`src/rtl/vmix_mem_pkg.sv`:
```
// Shared definitions for the video_mix memory-side engines: MCB opcodes,
// line-fetch state encoding and default bus geometry.
package vmix_mem_pkg;

   localparam int unsigned DWIDTH_DEF  = 128;
   localparam int unsigned COL_W_DEF   = 13;
   localparam int unsigned LINE_W_DEF  = 11;
   localparam int unsigned MCB_ADDR_W  = 30;

   localparam logic [2:0] MCB_READ  = 3'b001;
   localparam logic [2:0] MCB_WRITE = 3'b000;

   typedef enum logic [2:0] {
      FS_IDLE,
      FS_ISSUE,
      FS_WAIT_DATA,
      FS_DATA,
      FS_NEXT,
      FS_DONE
   } fetch_state_e;

   // MCB command opcode for a read or write request
   function automatic logic [2:0] mcb_instr(input logic is_write);
      return is_write ? MCB_WRITE : MCB_READ;
   endfunction

endpackage

```
`src/rtl/fetch_addr_gen.sv`:
```
// Byte address builder for one fetch burst: frame bit, line field and the
// per-channel column offset advanced by whole bursts.
module fetch_addr_gen
   import vmix_mem_pkg::*;
#(
   parameter int unsigned DWIDTH      = DWIDTH_DEF,
   parameter int unsigned NUM_CH      = 2,
   parameter int unsigned COL_W       = COL_W_DEF,
   parameter int unsigned LINE_W      = LINE_W_DEF,
   parameter int unsigned FRAME_SHIFT = 24
) (
   input  logic                     frame,
   input  logic [LINE_W-1:0]        line,
   input  logic [1:0]               ch_idx,
   input  logic [3:0]               brst_idx,
   input  logic [5:0]               cfg_bl,
   input  logic [NUM_CH*COL_W-1:0]  col_off,
   output logic [MCB_ADDR_W-1:0]    byte_addr
);

   localparam int unsigned BYTES_PER_WORD = DWIDTH / 8;

   logic [COL_W-1:0] col_sel;
   logic [COL_W-1:0] brst_off;
   logic [COL_W-1:0] col;

   always_comb begin
      col_sel = '0;
      for (int i = 0; i < int'(NUM_CH); i++) begin
         if (ch_idx == 2'(i)) col_sel = col_off[i*COL_W +: COL_W];
      end
   end

   // Column arithmetic wraps modulo the column field width
   assign brst_off = COL_W'(brst_idx) * (COL_W'(cfg_bl) + COL_W'(1)) * COL_W'(BYTES_PER_WORD);
   assign col      = col_sel + brst_off;

   always_comb begin
      byte_addr                  = '0;
      byte_addr[FRAME_SHIFT]     = frame;
      byte_addr[COL_W +: LINE_W] = line;
      byte_addr[COL_W-1:0]       = col;
   end

endmodule

```
`src/rtl/rd_line_fetch.sv`:
```
// Line-fetch engine: reads one display line per request from MCB frame memory
// as NUM_CH segments of bursts and streams the words with channel tags.
module rd_line_fetch
   import vmix_mem_pkg::*;
#(
   parameter int unsigned DWIDTH      = DWIDTH_DEF,
   parameter int unsigned NUM_CH      = 2,
   parameter int unsigned COL_W       = COL_W_DEF,
   parameter int unsigned LINE_W      = LINE_W_DEF,
   parameter int unsigned FRAME_SHIFT = 24,
   parameter int unsigned RD_THRESH   = 8
) (
   input  logic                     memclk,
   input  logic                     mem_rst_n,
   input  logic [5:0]               cfg_bl,
   input  logic [3:0]               cfg_brst_per_ch,
   input  logic [NUM_CH*COL_W-1:0]  cfg_col_off,
   input  logic [LINE_W-1:0]        cfg_lines,
   input  logic                     frame_sel,
   input  logic                     frame_start,
   input  logic                     line_req,
   output logic                     busy,
   output logic                     line_done,
   input  logic                     arb_grant,
   output logic                     mcb_cmd_en,
   output logic [2:0]               mcb_cmd_instr,
   output logic [5:0]               mcb_cmd_bl,
   output logic [29:0]              mcb_cmd_byte_addr,
   input  logic                     mcb_cmd_full,
   output logic                     mcb_rd_en,
   input  logic [DWIDTH-1:0]        mcb_rd_data,
   input  logic                     mcb_rd_empty,
   input  logic [6:0]               mcb_rd_count,
   output logic [DWIDTH-1:0]        out_data,
   output logic [1:0]               out_ch,
   output logic                     out_last,
   output logic                     out_valid,
   input  logic                     out_ready
);

   localparam logic [1:0] LAST_CH = 2'(NUM_CH - 1);

   fetch_state_e        state, state_n;
   logic                frame_q;
   logic [LINE_W-1:0]   line_cnt;
   logic                fs_pend;
   logic [1:0]          ch_idx;
   logic [3:0]          brst_idx;
   logic [5:0]          word_cnt;
   logic [29:0]         addr_c;
   logic [3:0]          brst_last;
   logic [6:0]          burst_words;
   logic [6:0]          rd_thresh;
   logic                last_brst, last_ch, last_word;
   logic                issue_go, rd_go;

   fetch_addr_gen #(
      .DWIDTH      (DWIDTH),
      .NUM_CH      (NUM_CH),
      .COL_W       (COL_W),
      .LINE_W      (LINE_W),
      .FRAME_SHIFT (FRAME_SHIFT)
   ) u_addr_gen (
      .frame     (frame_q),
      .line      (line_cnt),
      .ch_idx    (ch_idx),
      .brst_idx  (brst_idx),
      .cfg_bl    (cfg_bl),
      .col_off   (cfg_col_off),
      .byte_addr (addr_c)
   );

   // A burst count of zero behaves as a single burst per channel
   assign brst_last   = (cfg_brst_per_ch == 4'd0) ? 4'd0 : cfg_brst_per_ch - 4'd1;
   assign last_brst   = (brst_idx == brst_last);
   assign last_ch     = (ch_idx == LAST_CH);
   assign last_word   = (word_cnt == cfg_bl);
   assign burst_words = {1'b0, cfg_bl} + 7'd1;
   assign rd_thresh   = (burst_words < 7'(RD_THRESH)) ? burst_words : 7'(RD_THRESH);

   assign issue_go = (state == FS_ISSUE) && arb_grant && !mcb_cmd_full;
   // Zero-latency drain; out_valid doubles as the downstream write strobe
   assign rd_go    = (state == FS_DATA) && !mcb_rd_empty && out_ready;

   assign mcb_rd_en     = rd_go;
   assign out_valid     = rd_go;
   assign out_data      = mcb_rd_data;
   assign out_ch        = ch_idx;
   assign out_last      = rd_go && last_word && last_brst && last_ch;
   assign mcb_cmd_instr = mcb_instr(1'b0);
   assign mcb_cmd_bl    = cfg_bl;

   always_ff @(posedge memclk) begin
      if (!mem_rst_n) state <= FS_IDLE;
      else            state <= state_n;
   end

   always_comb begin
      state_n = state;
      case (state)
         FS_IDLE:      if (line_req) state_n = FS_ISSUE;
         FS_ISSUE:     if (issue_go) state_n = FS_WAIT_DATA;
         FS_WAIT_DATA: if (!mcb_rd_empty && (mcb_rd_count >= rd_thresh)) state_n = FS_DATA;
         FS_DATA:      if (rd_go && last_word) state_n = FS_NEXT;
         FS_NEXT:      state_n = (last_brst && last_ch) ? FS_DONE : FS_ISSUE;
         FS_DONE:      state_n = FS_IDLE;
         default:      state_n = FS_IDLE;
      endcase
   end

   always_ff @(posedge memclk) begin
      if (!mem_rst_n) begin
         busy              <= 1'b0;
         line_done         <= 1'b0;
         mcb_cmd_en        <= 1'b0;
         mcb_cmd_byte_addr <= '0;
         frame_q           <= 1'b0;
         ch_idx            <= '0;
         brst_idx          <= '0;
         word_cnt          <= '0;
      end else begin
         busy       <= (state_n != FS_IDLE);
         line_done  <= (state_n == FS_DONE);
         mcb_cmd_en <= issue_go;
         if (issue_go) mcb_cmd_byte_addr <= addr_c;
         case (state)
            FS_IDLE: begin
               if (line_req) begin
                  frame_q  <= frame_sel;
                  ch_idx   <= '0;
                  brst_idx <= '0;
                  word_cnt <= '0;
               end
            end
            FS_DATA: begin
               if (rd_go) word_cnt <= last_word ? 6'd0 : word_cnt + 6'd1;
            end
            FS_NEXT: begin
               if (!last_brst) begin
                  brst_idx <= brst_idx + 4'd1;
               end else if (!last_ch) begin
                  ch_idx   <= ch_idx + 2'd1;
                  brst_idx <= '0;
               end
            end
            default: ;
         endcase
      end
   end

   // Line counter; a frame_start seen mid-line is deferred to line completion
   always_ff @(posedge memclk) begin
      if (!mem_rst_n) begin
         line_cnt <= '0;
         fs_pend  <= 1'b0;
      end else if (state == FS_DONE) begin
         fs_pend <= 1'b0;
         if (fs_pend || frame_start)     line_cnt <= '0;
         else if (line_cnt == cfg_lines) line_cnt <= '0;
         else                            line_cnt <= line_cnt + LINE_W'(1);
      end else if (frame_start) begin
         if (state == FS_IDLE) line_cnt <= '0;
         else                  fs_pend  <= 1'b1;
      end
   end

endmodule

```
`config.mk`:
```
export PLATFORM = sky130hd
export DESIGN_NAME = rd_line_fetch
export DESIGN_NICKNAME = d
export VERILOG_FILES = /design/src/rtl/vmix_mem_pkg.sv /design/src/rtl/fetch_addr_gen.sv /design/src/rtl/rd_line_fetch.sv
export SDC_FILE = /design/constraint.sdc
export NUM_CORES = 1
export LEC_CHECK = 0
export BUFFER_PORTS_ARGS = -buffer_cell sky130_fd_sc_hd__buf_2
export CAP_MARGIN = 15
export CORE_AREA = 5 5 139 141
export CTS_CLUSTER_DIAMETER = 150
export CTS_CLUSTER_SIZE = 30
export DETAILED_ROUTE_END_ITERATION = 12
export DIE_AREA = 0 0 144 146
export PLACE_DENSITY_LB_ADDON = 0.1
export SLEW_MARGIN = 20
export SYNTH_ARGS = -nofsm -noshare
export SYNTH_HDL_FRONTEND = slang
export SYNTH_SLANG_ARGS = --single-unit
```
`constraint.sdc`:
```
create_clock -name memclk -period 6.2 [get_ports memclk]
set_input_delay 0.93 -clock memclk [delete_from_list [all_inputs] [get_ports memclk]]
set_output_delay 0.93 -clock memclk [all_outputs]
set_load 0.01 [all_outputs]
```
==> results_dict.tcl <==
set metrics [dict create \
    drt_first_pass_iters 4 \
    cts_buffer_depth 2 \
    clock-sinks 56 \
    ys_types 57 \
    synth_compound_area_share_pct 14.35 \
    critPathKind "input port to flop" \
    syn_area_sq_um 5189 \
    rsz0062_at_grt "no" \
    hpwlAfterDp_um 10760 \
    finalHoldViolCount 0 \
    die_x_um 144 \
    cap_violations 0 \
    clk_latency_ps 310 \
    cp_cell_sequence "buf_2, ha_1, xor2_1, nand2_1, fa_1, fa_1, inv_1, ha_1, a21o_1, a21oi_1, o21bai_1, a21oi_1, xnor2_1, ha_1, a21oi_1, or4_1, nand3_1" \
    vias_per_cell 4.681 \
    ys_dominant_reg_cell "dfxtp_1" \
    timing.final.crit_share_pct 74.07 \
    cp.required_ps 6450 \
    cts_hold_buf 0 \
    io_buffer_count 101 \
    synth_mux_area_share_pct 1.157 \
    hold_path_class "flop to flop" \
    final.fill_count 1941 \
    synthXorXnorAreaFrac_pct 6.680 \
    fin_crit_ps 4593 \
    top_usage_layer "met2" \
    synth_edf_count 0 \
    status "finished clean" \
    holdPathStages 2 \
    gr-total-overflow 0 \
    fmax_ghz 0.2177 \
    clock_skew_ps 6.309 \
    setup_slack_ps 1607 \
    die-area_sq_um 21020 \
    cts_made_buffers 5 \
    finalSetupTns_ps 0 \
    wl_per_cell_um 16.59 \
    n_antenna_cell 0 \
    synth_top_family_by_area "buffers and inverters" \
    grt_pass1_wl_um 21970 \
    wirelength_um 13770 \
    tightest_slew_ps 856.5 \
    r2r_cells 14 \
    grt.total_usage_pct 13.13 \
    synthAdderAreaFrac_pct 11.24 \
    crit_path_top_delay_cell "fa_1" \
    drt_iter0_drc 141 \
    grt_start_max_net_pins 52 \
    peakVddDrop_uv 108.7 \
    multiInputGateArea_sq_um 2826 \
    antenna_left 0 \
    final_nets 831 \
    antenna_found_initial 0 \
    avgSynthCellArea_sq_um 8.020 \
    rows 49 \
    ctsResizeCount 0 \
    area_growth_pct -2.942 \
    place.gp.congestion 0.7687 \
    drive_above_1_share_pct 20.30 \
    critPathMaxStageDelay_ps 610 \
    maxSlewViolCount 0 \
    cts_setup_buffers 0 \
    layout_common_cells "buf_2 (101), nand2_1 (67), dfxtp_1 (56), inv_1 (33), nor2_1 (30)" \
    dp_slack_ps 1256 \
    pwr_density_cell_nw_per_um2 158.5 \
    clk_pin_slew_ps 80 \
    core_area_sq_um 17840 \
    use_met3_pct 3.155 \
    ff_latch_area_sq_um 1121 \
    io_pins 366 \
    drc 0 \
    grtUsageMet2_pct 22.23 \
    htree_levels 2 \
    finalSetupViolCount 0 \
    cp_max_fo 10 \
    start_util_pct 29.08 \
    first_global_vias 4106 \
    max-slew-margin-rel_pct 42.90 \
    cp-start-kind "input port" \
    ys_seq_area_share_pct 21.61 \
    die_height_um 146 \
    synth_simple_gate_area_share_pct 20.06 \
    worstSetupEndpointType "flop" \
    vias 3885 \
    gr-usage-met1_pct 15.61 \
    postSynthCellCount 647 \
    ys_ff_latch 56 \
    tritoncts "built" \
    power_leakage_nw 2.293 \
    arrival_ps 4840 \
    yosysWarnings 0 \
    async_reset_ff_share_pct 0 \
    final_common_cell "buf_2" \
    cts_root_buffer "clkbuf_16" \
]
[area by class of cell]
type / count / area share, %
clock buffers: 5 / 2.484
clock inverters: 3 / 0.4969
inverters: 33 / 2.460
multi-input cells: 400 / 56.12
flip-flops and latches: 56 / 22.26
well taps: 229 / 5.689
repair buffers: 104 / 10.48
[cell usage after synthesis (6+ instances only)]
cell,number,share of area (%)
o21ai_0,25,2.4
and2_1,13,1.6
a21boi_0,27,3.9
nand3_1,14,1.4
dfxtp_1,56,22
nand2b_1,6,0.72
nor3_1,6,0.58
inv_1,33,2.4
nor2b_1,19,2.3
or3_1,6,0.72
and3_1,10,1.2
mux2i_1,6,1.2
a21oi_1,13,1.3
xnor2_1,14,2.4
clkbuf_1,17,1.2
nor3b_1,7,1.0
nor4_1,6,0.72
fa_1,11,4.2
nand3b_1,8,1.2
nor2_1,30,2.2
a22o_1,8,1.4
xor2_1,23,3.9
ha_1,29,7.0
nand2_1,67,4.8
buf_4,143,21
[cell families (layout without fill, tap and decap cells)]
kind of cell / count (synthesis) / in the layout
other cells: 2 / 9
xor+xnor: 38 / 38
flops: 56 / 56
fa+ha+maj: 40 / 40
simple gates: 203 / 203
buf+inv: 198 / 145
compound gates: 104 / 104
mux: 6 / 6
[metrics by stage]
step / total power, mW / hold slack, ps / area [sq um] / utilization (%) / std cells
after global placement: 0.4998 / 457.5 / 4873 / 27.32 / 822
after CTS: 0.8154 / 469.5 / 5035 / 28.22 / 830
after floorplan: 0.5399 / 441.2 / 5215 / - / 654
after detailed placement: 0.5007 / 457.3 / 4885 / 27.38 / 822
final: 0.7981 / 463.3 / 5036 / 28.23 / 830
after global routing: 0.8453 / 492.6 / 5036 / 28.23 / 830
[worst paths after layout]
| path | from | end | slack, ps |
|---|---|---|---|
| max | cfg_bl[0] | mcb_cmd_byte_addr[12]$_SDFFE_PN0P_ | 1610 |
| min | mcb_cmd_byte_addr[17]$_SDFFE_PN0P_ | mcb_cmd_byte_addr[17]$_SDFFE_PN0P_ | 460 |
| max reg2reg | brst_idx[3]$_SDFFE_PN0P_ | mcb_cmd_byte_addr[12]$_SDFFE_PN0P_ | 2340 |
| min reg2reg | mcb_cmd_byte_addr[17]$_SDFFE_PN0P_ | mcb_cmd_byte_addr[17]$_SDFFE_PN0P_ | 460 |
[worst max-delay path: cells and delay by family]
family | cells | cell delay [ps]
adders and majority gates | 5 | 1920
AOI/OAI and AO/OA | 5 | 730
and+or+nand+nor | 3 | 580
xor gates and xnor gates | 2 | 420
buffers and inverters | 2 | 260
[per-layer routing]
layer  wire length, um  vias up
met5                 0        -
met4               446        0
met3              1054       77
met2              6445      134
met1              5822     1776
li1                  -     1898
[report_power, final]
group / internal [mW] / switching [mW]
registers: 0.366 / 0.00687
logic: 0.0498 / 0.0673
clock network: 0.154 / 0.154
total: 0.570 / 0.228
[state kept, by name, summed over array words and instances (netlist names)]
register,cells
mcb_cmd_en,1
line_cnt,11
frame_q,1
line_done,1
word_cnt,6
brst_idx,4
mcb_cmd_byte_addr,25
out_ch,2
state,3
busy,1
fs_pend,1
(Power assumes the default switching activity.)
